<file path="src/rtl/pwr_seq_if.sv">
// rtl/pwr_seq_if.sv - CPU/memory/timer request and clock-control signals of the power sequencer
interface pwr_seq_if #(
   parameter int TIMER_W = 24
);
   logic               wfi;
   logic               dm_busy;
   logic               wake_ext;
   logic               timer_load;
   logic [TIMER_W-1:0] timer_value;
   logic               pll_bypass;
   logic               core_clk_en;
   logic               cpu_stall;
   logic               sleeping;
   logic [1:0]         wake_cause;

   modport master (
      output wfi, dm_busy, wake_ext, timer_load, timer_value,
      input  pll_bypass, core_clk_en, cpu_stall, sleeping, wake_cause
   );

   modport slave (
      input  wfi, dm_busy, wake_ext, timer_load, timer_value,
      output pll_bypass, core_clk_en, cpu_stall, sleeping, wake_cause
   );
endinterface

</file>
<file path="src/rtl/pwr_seq.sv">
// rtl/pwr_seq.sv - always-on sleep/wake sequencer: drain, bypass PLL, gate core clock, and back
module pwr_seq #(
   parameter int SETTLE_CYCLES = 16,
   parameter int LOCK_CYCLES   = 64,
   parameter int TIMER_W       = 24
) (
   input  logic     i_clk,
   input  logic     i_reset,
   pwr_seq_if.slave io_pwr
);
   typedef enum logic [2:0] {
      S_RUN, S_DRAIN, S_BYPASS, S_SLEEP, S_RELOCK, S_RESUME
   } state_t;

   state_t             r_state;
   state_t             w_next;
   logic [11:0]        r_cnt;
   logic [TIMER_W-1:0] r_timer;
   logic [1:0]         r_wake_lat;
   logic               r_armed;
   logic               r_pll_bypass;
   logic               r_core_clk_en;
   logic               r_cpu_stall;
   logic               r_sleeping;
   logic [1:0]         r_wake_cause;
   logic               w_pll_bypass;
   logic               w_core_clk_en;
   logic               w_cpu_stall;
   logic               w_sleeping;
   logic               w_tmr_fire;
   logic [1:0]         w_wake_now;
   logic [1:0]         w_wake_any;
   logic               w_cnt_zero;

   // A load in the expiry cycle wins, so the timer only fires when not being reloaded.
   assign w_tmr_fire = !io_pwr.timer_load && (r_timer == TIMER_W'(1));
   assign w_wake_now = {w_tmr_fire, io_pwr.wake_ext};
   // Wakes that arrived during BYPASS are merged with any arriving in SLEEP itself.
   assign w_wake_any = w_wake_now | r_wake_lat;
   assign w_cnt_zero = (r_cnt == 12'd0);

   // State register, registered outputs and wake cause capture.
   always_ff @(posedge i_clk) begin
      if (i_reset) begin
         r_state       <= S_RUN;
         r_pll_bypass  <= 1'b0;
         r_core_clk_en <= 1'b1;
         r_cpu_stall   <= 1'b0;
         r_sleeping    <= 1'b0;
         r_wake_cause  <= 2'b00;
      end else begin
         r_state       <= w_next;
         r_pll_bypass  <= w_pll_bypass;
         r_core_clk_en <= w_core_clk_en;
         r_cpu_stall   <= w_cpu_stall;
         r_sleeping    <= w_sleeping;
         if (r_state == S_SLEEP && w_next == S_RELOCK) begin
            r_wake_cause <= w_wake_any;
         end
      end
   end

   // Next-state decode.
   always_comb begin
      w_next = r_state;
      case (r_state)
         S_RUN:    if (io_pwr.wfi && r_armed) w_next = S_DRAIN;
         S_DRAIN:  begin
            if (!io_pwr.wfi)          w_next = S_RUN;
            else if (!io_pwr.dm_busy) w_next = S_BYPASS;
         end
         S_BYPASS: if (w_cnt_zero)    w_next = S_SLEEP;
         S_SLEEP:  if (|w_wake_any)   w_next = S_RELOCK;
         S_RELOCK: if (w_cnt_zero)    w_next = S_RESUME;
         S_RESUME: w_next = S_RUN;
         default:  w_next = S_RUN;
      endcase
   end

   // Outputs decoded from the state being entered, so they register alongside it.
   always_comb begin
      w_pll_bypass  = 1'b0;
      w_core_clk_en = 1'b1;
      w_cpu_stall   = 1'b0;
      w_sleeping    = 1'b0;
      case (w_next)
         S_DRAIN:  w_cpu_stall = 1'b1;
         S_BYPASS: begin
            w_pll_bypass = 1'b1;
            w_cpu_stall  = 1'b1;
         end
         S_SLEEP:  begin
            w_pll_bypass  = 1'b1;
            w_core_clk_en = 1'b0;
            w_cpu_stall   = 1'b1;
            w_sleeping    = 1'b1;
         end
         S_RELOCK: begin
            w_core_clk_en = 1'b0;
            w_cpu_stall   = 1'b1;
         end
         S_RESUME: w_cpu_stall = 1'b1;
         default:  w_cpu_stall = 1'b0;
      endcase
   end

   // Shared settle/relock down-counter, preset on entry to BYPASS or RELOCK.
   always_ff @(posedge i_clk) begin
      if (i_reset) begin
         r_cnt <= 12'd0;
      end else if (r_state != S_BYPASS && w_next == S_BYPASS) begin
         r_cnt <= 12'(SETTLE_CYCLES - 1);
      end else if (r_state != S_RELOCK && w_next == S_RELOCK) begin
         r_cnt <= 12'(LOCK_CYCLES - 1);
      end else if (!w_cnt_zero) begin
         r_cnt <= r_cnt - 12'd1;
      end
   end

   // Wake timer: counts down in every state, fires once on 1->0, then rests at 0.
   always_ff @(posedge i_clk) begin
      if (i_reset) begin
         r_timer <= '0;
      end else if (io_pwr.timer_load) begin
         r_timer <= io_pwr.timer_value;
      end else if (r_timer != '0) begin
         r_timer <= r_timer - TIMER_W'(1);
      end
   end

   // Hold wakes seen while settling in BYPASS until SLEEP can act on them.
   always_ff @(posedge i_clk) begin
      if (i_reset) begin
         r_wake_lat <= 2'b00;
      end else if (r_state == S_BYPASS) begin
         r_wake_lat <= r_wake_lat | w_wake_now;
      end else begin
         r_wake_lat <= 2'b00;
      end
   end

   // wfi must be seen low before another sleep, so a still-high wfi after wake cannot loop.
   always_ff @(posedge i_clk) begin
      if (i_reset) begin
         r_armed <= 1'b0;
      end else if (!io_pwr.wfi) begin
         r_armed <= 1'b1;
      end else if (r_state == S_RUN && w_next == S_DRAIN) begin
         r_armed <= 1'b0;
      end
   end

   assign io_pwr.pll_bypass  = r_pll_bypass;
   assign io_pwr.core_clk_en = r_core_clk_en;
   assign io_pwr.cpu_stall   = r_cpu_stall;
   assign io_pwr.sleeping    = r_sleeping;
   assign io_pwr.wake_cause  = r_wake_cause;
endmodule
</file>
<file path="src/flat_wrapper.sv">
// flat-port wrapper written by rule: the top's interface ports become plain ports
module pwr_seq_flat 
#(
   parameter int SETTLE_CYCLES = 16,
   parameter int LOCK_CYCLES   = 64,
   parameter int TIMER_W       = 24
)
  (i_clk, i_reset, io_pwr_wfi, io_pwr_dm_busy, io_pwr_wake_ext, io_pwr_timer_load, io_pwr_timer_value, io_pwr_pll_bypass, io_pwr_core_clk_en, io_pwr_cpu_stall, io_pwr_sleeping, io_pwr_wake_cause);
  pwr_seq_if #(.TIMER_W(TIMER_W)) io_pwr_i ();
  input  logic i_clk;
  input  logic i_reset;
  input wire logic [$bits(io_pwr_i.wfi)-1:0] io_pwr_wfi;
  input wire logic [$bits(io_pwr_i.dm_busy)-1:0] io_pwr_dm_busy;
  input wire logic [$bits(io_pwr_i.wake_ext)-1:0] io_pwr_wake_ext;
  input wire logic [$bits(io_pwr_i.timer_load)-1:0] io_pwr_timer_load;
  input wire logic [$bits(io_pwr_i.timer_value)-1:0] io_pwr_timer_value;
  output wire logic [$bits(io_pwr_i.pll_bypass)-1:0] io_pwr_pll_bypass;
  output wire logic [$bits(io_pwr_i.core_clk_en)-1:0] io_pwr_core_clk_en;
  output wire logic [$bits(io_pwr_i.cpu_stall)-1:0] io_pwr_cpu_stall;
  output wire logic [$bits(io_pwr_i.sleeping)-1:0] io_pwr_sleeping;
  output wire logic [$bits(io_pwr_i.wake_cause)-1:0] io_pwr_wake_cause;
  assign io_pwr_i.wfi = io_pwr_wfi;
  assign io_pwr_i.dm_busy = io_pwr_dm_busy;
  assign io_pwr_i.wake_ext = io_pwr_wake_ext;
  assign io_pwr_i.timer_load = io_pwr_timer_load;
  assign io_pwr_i.timer_value = io_pwr_timer_value;
  assign io_pwr_pll_bypass = io_pwr_i.pll_bypass;
  assign io_pwr_core_clk_en = io_pwr_i.core_clk_en;
  assign io_pwr_cpu_stall = io_pwr_i.cpu_stall;
  assign io_pwr_sleeping = io_pwr_i.sleeping;
  assign io_pwr_wake_cause = io_pwr_i.wake_cause;
  pwr_seq #(.SETTLE_CYCLES(SETTLE_CYCLES), .LOCK_CYCLES(LOCK_CYCLES), .TIMER_W(TIMER_W)) u_core (.i_clk(i_clk), .i_reset(i_reset), .io_pwr(io_pwr_i));
endmodule
</file>
<file path="config.mk">
export PLATFORM = sky130hd
export DESIGN_NAME = pwr_seq_flat
export DESIGN_NICKNAME = d
export VERILOG_FILES = /design/src/rtl/pwr_seq_if.sv /design/src/rtl/pwr_seq.sv /design/src/flat_wrapper.sv
export SDC_FILE = /design/constraint.sdc
export NUM_CORES = 1
export LEC_CHECK = 0
export ABC_AREA = 1
export BUFFER_PORTS_ARGS = -buffer_cell sky130_fd_sc_hd__buf_2
export CAP_MARGIN = 20
export CORE_MARGIN = 5
export CORE_UTILIZATION = 52
export CTS_CLUSTER_DIAMETER = 40
export DETAILED_ROUTE_END_ITERATION = 10
export PLACE_DENSITY_LB_ADDON = 0.08
export SYNTH_ARGS = -nofsm -noshare
export SYNTH_HDL_FRONTEND = slang
export SYNTH_SLANG_ARGS = --single-unit
</file>
<file path="constraint.sdc">
create_clock -name i_clk -period 1.37 [get_ports i_clk]
set_input_delay 0.411 -clock i_clk [delete_from_list [all_inputs] [get_ports i_clk]]
set_output_delay 0.411 -clock i_clk [all_outputs]
set_load 0.02 [all_outputs]
</file>
==> key figures <==
Critical path
  • Worst setup path start: u_core.r_timer[1]
  • Worst setup endpoint: u_core.r_timer[19]
  • CP required: 1.57 ns
  • Setup CP Type: reg2reg
  • Crit path max fanout: 8
  • Worst setup EP type: flop
  • Startpoint types: flop
  • Data arrival, critical path: 1.87 ns
  • Reg2reg end: u_core.r_timer[19]
  • Flop-to-flop setup slack: -0.29 ns
  • R2R Path Start: u_core.r_timer[1]
  • Reg2reg path depth: 11

Cells and area
  • Share of layout cells above drive strength 1: 0.542
  • Nets: 548
  • Synthesis-to-layout area growth: 61.4%
  • Antenna cells: 0
  • Most common cell after layout, fill and taps aside: buf_4
  • Commonest cells after routing, fill and taps aside: 84 x buf_4, 54 x nand2_1, 35 x nor2_1, 35 x inv_1, 35 x buf_2

Drt
  • DRC violations left: 0
  • Detailed Route Iter0 Violations: between 200 and 250
  • Mean routed wirelength per cell: between 15 and 20 microns
  • Antenna Nets Post-Route: 0
  • Final WL: between 9000 and 10000 microns
  • Vias per cell: 5.46
  • Detailed Routing Iterations Pass 1: 5
  • Via count: 3196

Floorplan
  • Ports: 36
  • Core area: roughly 5000 sq um
  • Effective utilization at floorplan: 0.534
  • Row count: 26
  • Die height: slightly above 80 microns
  • Die X: 82.2 microns
  • Die area: 6760 sq um

Global route
  • Pin count of the biggest net entering global routing: 35
  • Global route overflow: 0
  • First-pass GRT wire length: around 13000 microns
  • Antenna violations before repair: 0
  • Vias in the first global route: around 3000
  • Global Route Usage Sum: 0.250

Clocking
  • H-tree Lvls: 2
  • Clk buf depth: 2
  • Clock slew at reported path FFs: about 0.1 ns
  • TritonCTS clock tree: done
  • CTS sink cnt: 48
  • Cts bufs inserted: 5
  • Clk_lat worst skew: around 0.31 ns
  • CTS root buf: clkbuf_8
  • # hold bufs at CTS: 0

Logic synthesis
  • Gate Count Post-Synth: ~390
  • Register area share after synthesis: 0.355
  • Synth unique cells: 38
  • FF+latch count, synth: 48
  • Yosys warning count: 0
  • Synthesized area: 2710 sq um
  • Syn nets: roughly 420
  • Syn Area/Cell: around 7 sq um

Job
  • Max_cap viols: 0

STA
  • Clk_skew: 0.0101 ns
  • WHS: roughly 0.35 ns
  • Finish-stage setup viols: 46
  • F_max: between 600 and 700 MHz
  • Fin crit share: 1.21
  • Final WS setup: -0.294 ns
  • Pins Over Slew Limit: 0
  • Fin crit period: 1.66 ns
  • Worst Max-Slew Pin Slew: roughly 0.39 ns
  • Final Hold Viols: 0
  • Slew headroom: 0.740
  • RSZ-0062 raised after global routing: yes

Power and ir drop
  • Total power: ~6100 uW
  • Power per cell area: around 1400 nW/um^2
  • Max VDD drop: around 0.00087 V
  • Leak: around 0.0020 uW

Placed design
  • Post-DP HPWL: 5240 microns
  • Final GP Congestion: about 0.85
  • Port buffer count: 35

Hold path
  • Min-delay worst type: in2reg

Status
  • Failing checks: negative setup slack
  • Status: complete, but fails checks
-- cells in the mapped netlist --
library cell / instances / share of area
a211oi_1: 4 / 0.011
a211oi_2: 2 / 0.0092
a21oi_1: 14 / 0.026
a311oi_1: 2 / 0.0065
a311oi_2: 1 / 0.0055
a31oi_1: 5 / 0.012
buf_1: 1 / 0.0014
buf_2: 4 / 0.0074
clkbuf_1: 4 / 0.0055
clkbuf_4: 1 / 0.0028
clkinv_1: 1 / 0.0014
dfxtp_1: 48 / 0.35
ha_1: 4 / 0.018
inv_1: 43 / 0.060
inv_2: 6 / 0.0083
nand2_1: 66 / 0.091
nand2_2: 7 / 0.016
nand2_4: 2 / 0.0083
nand3_1: 26 / 0.048
nand3_2: 3 / 0.011
nand3_4: 1 / 0.0065
nand3b_1: 3 / 0.0083
nand4_1: 7 / 0.016
nor2_1: 61 / 0.084
nor2_2: 11 / 0.025
nor2_4: 4 / 0.017
nor3_1: 5 / 0.0092
nor3_2: 3 / 0.011
nor3b_1: 1 / 0.0028
o2111ai_1: 1 / 0.0032
o211ai_1: 2 / 0.0055
o21ai_0: 21 / 0.039
o21ai_1: 5 / 0.0092
or2_1: 1 / 0.0023
or2_2: 2 / 0.0046
or2_4: 1 / 0.0032
xnor2_1: 6 / 0.019
xor2_1: 9 / 0.029
-- repair_timing --
| item | 4_1_cts | 5_1_grt |
|---|---|---|
| buffers inserted | 13 | 9 |
| resized for setup | 96 | 58 |
| pin swaps | 43 | 29 |
| cloned | 0 | 1 |
| setup endpoints to repair | 45 | 46 |
-- power breakdown --
group          total, uW  switching [uW]  leakage (uW)  internal [uW]
combinational       3220            1710       0.00153           1500
sequential          1810             192      0.000401           1620
clock               1090             537     0.0000548            551
-- stage by stage --
stage	TNS, ns	cell area, sq um	worst slack [ns]	cells	util
global route	-10.77	4370	-0.362	585	0.862
global placement	-1.64	3510	-0.108	556	0.692
detailed placement	-3.17	3510	-0.151	556	0.692
floorplan	-0.0276	2750	-0.0139	388	-
CTS	-2.42	4070	-0.124	576	0.802
finish	-7.65	4370	-0.294	585	0.862
-- layer usage --
metal | global-route usage | up-vias | wire, microns
met5 | 0 | - | 0
met4 | 0.0831 | 0 | 342
met3 | 0.0412 | 39 | 538
met2 | 0.444 | 125 | 4890
met1 | 0.305 | 1523 | 3800
li1 | - | 1509 | -
-- sequential cells by signal, summed over array words and instances, names as in the netlist --
| name | count |
|---|---|
| u_core.r_wake_lat | 2 |
| u_core.r_state | 3 |
| u_core.io_pwr.pll_bypass | 1 |
| u_core.io_pwr.sleeping | 1 |
| u_core.r_armed | 1 |
| u_core.io_pwr.wake_cause | 2 |
| u_core.io_pwr.core_clk_en | 1 |
| u_core.io_pwr.cpu_stall | 1 |
| u_core.r_timer | 24 |
| u_core.r_cnt | 12 |
-- critical path: stages (launching register included) --
cell and delay, ns:
dfxtp_4 0.38, inv_4 0.07, buf_4 0.11, ha_4 0.13, nand3_4 0.07, nor2_4 0.13, nand3_4 0.13, buf_12 0.17
o21ai_0 0.12, inv_1 0.10, nand2_1 0.09, nor2_1 0.04
-- layout make-up --
class,count,area (sq um)
clock inverters,3,46.3
repair buffers,129,950
clock buffers,5,68.8
multi-input cells,280,2030
well taps,70,87.6
flip-flops and latches,48,991
fillers,264,702
inverters,50,199
-- cell families after synthesis --
group | after synthesis | share of synthesized area
flip-flops | 48 | 0.355
adder cells (fa/ha/maj) | 4 | 0.0185
buffers and inverters | 60 | 0.0863
XOR/XNOR | 15 | 0.0485
AO/OA/AOI/OAI | 57 | 0.126
AND/OR/NAND/NOR | 204 | 0.366
-- worst min path at each step --
stage                                  end  slack [ns]                   startpoint  cells past startpoint
2_1_floorplan             u_core.r_cnt[10]        0.46             u_core.r_cnt[10]                      2
3_3_place_gp   u_core.io_pwr.wake_cause[1]        0.47  u_core.io_pwr.wake_cause[1]                      2
3_5_place_dp              u_core.r_cnt[10]        0.48             u_core.r_cnt[10]                      2
4_1_cts                 u_core.r_timer[20]        0.36       io_pwr_timer_value[20]                      3
5_1_grt                  u_core.r_timer[3]        0.38        io_pwr_timer_value[3]                      3
6_report                 u_core.r_timer[3]        0.35        io_pwr_timer_value[3]                      3
Power figures use the tool's default switching activity.
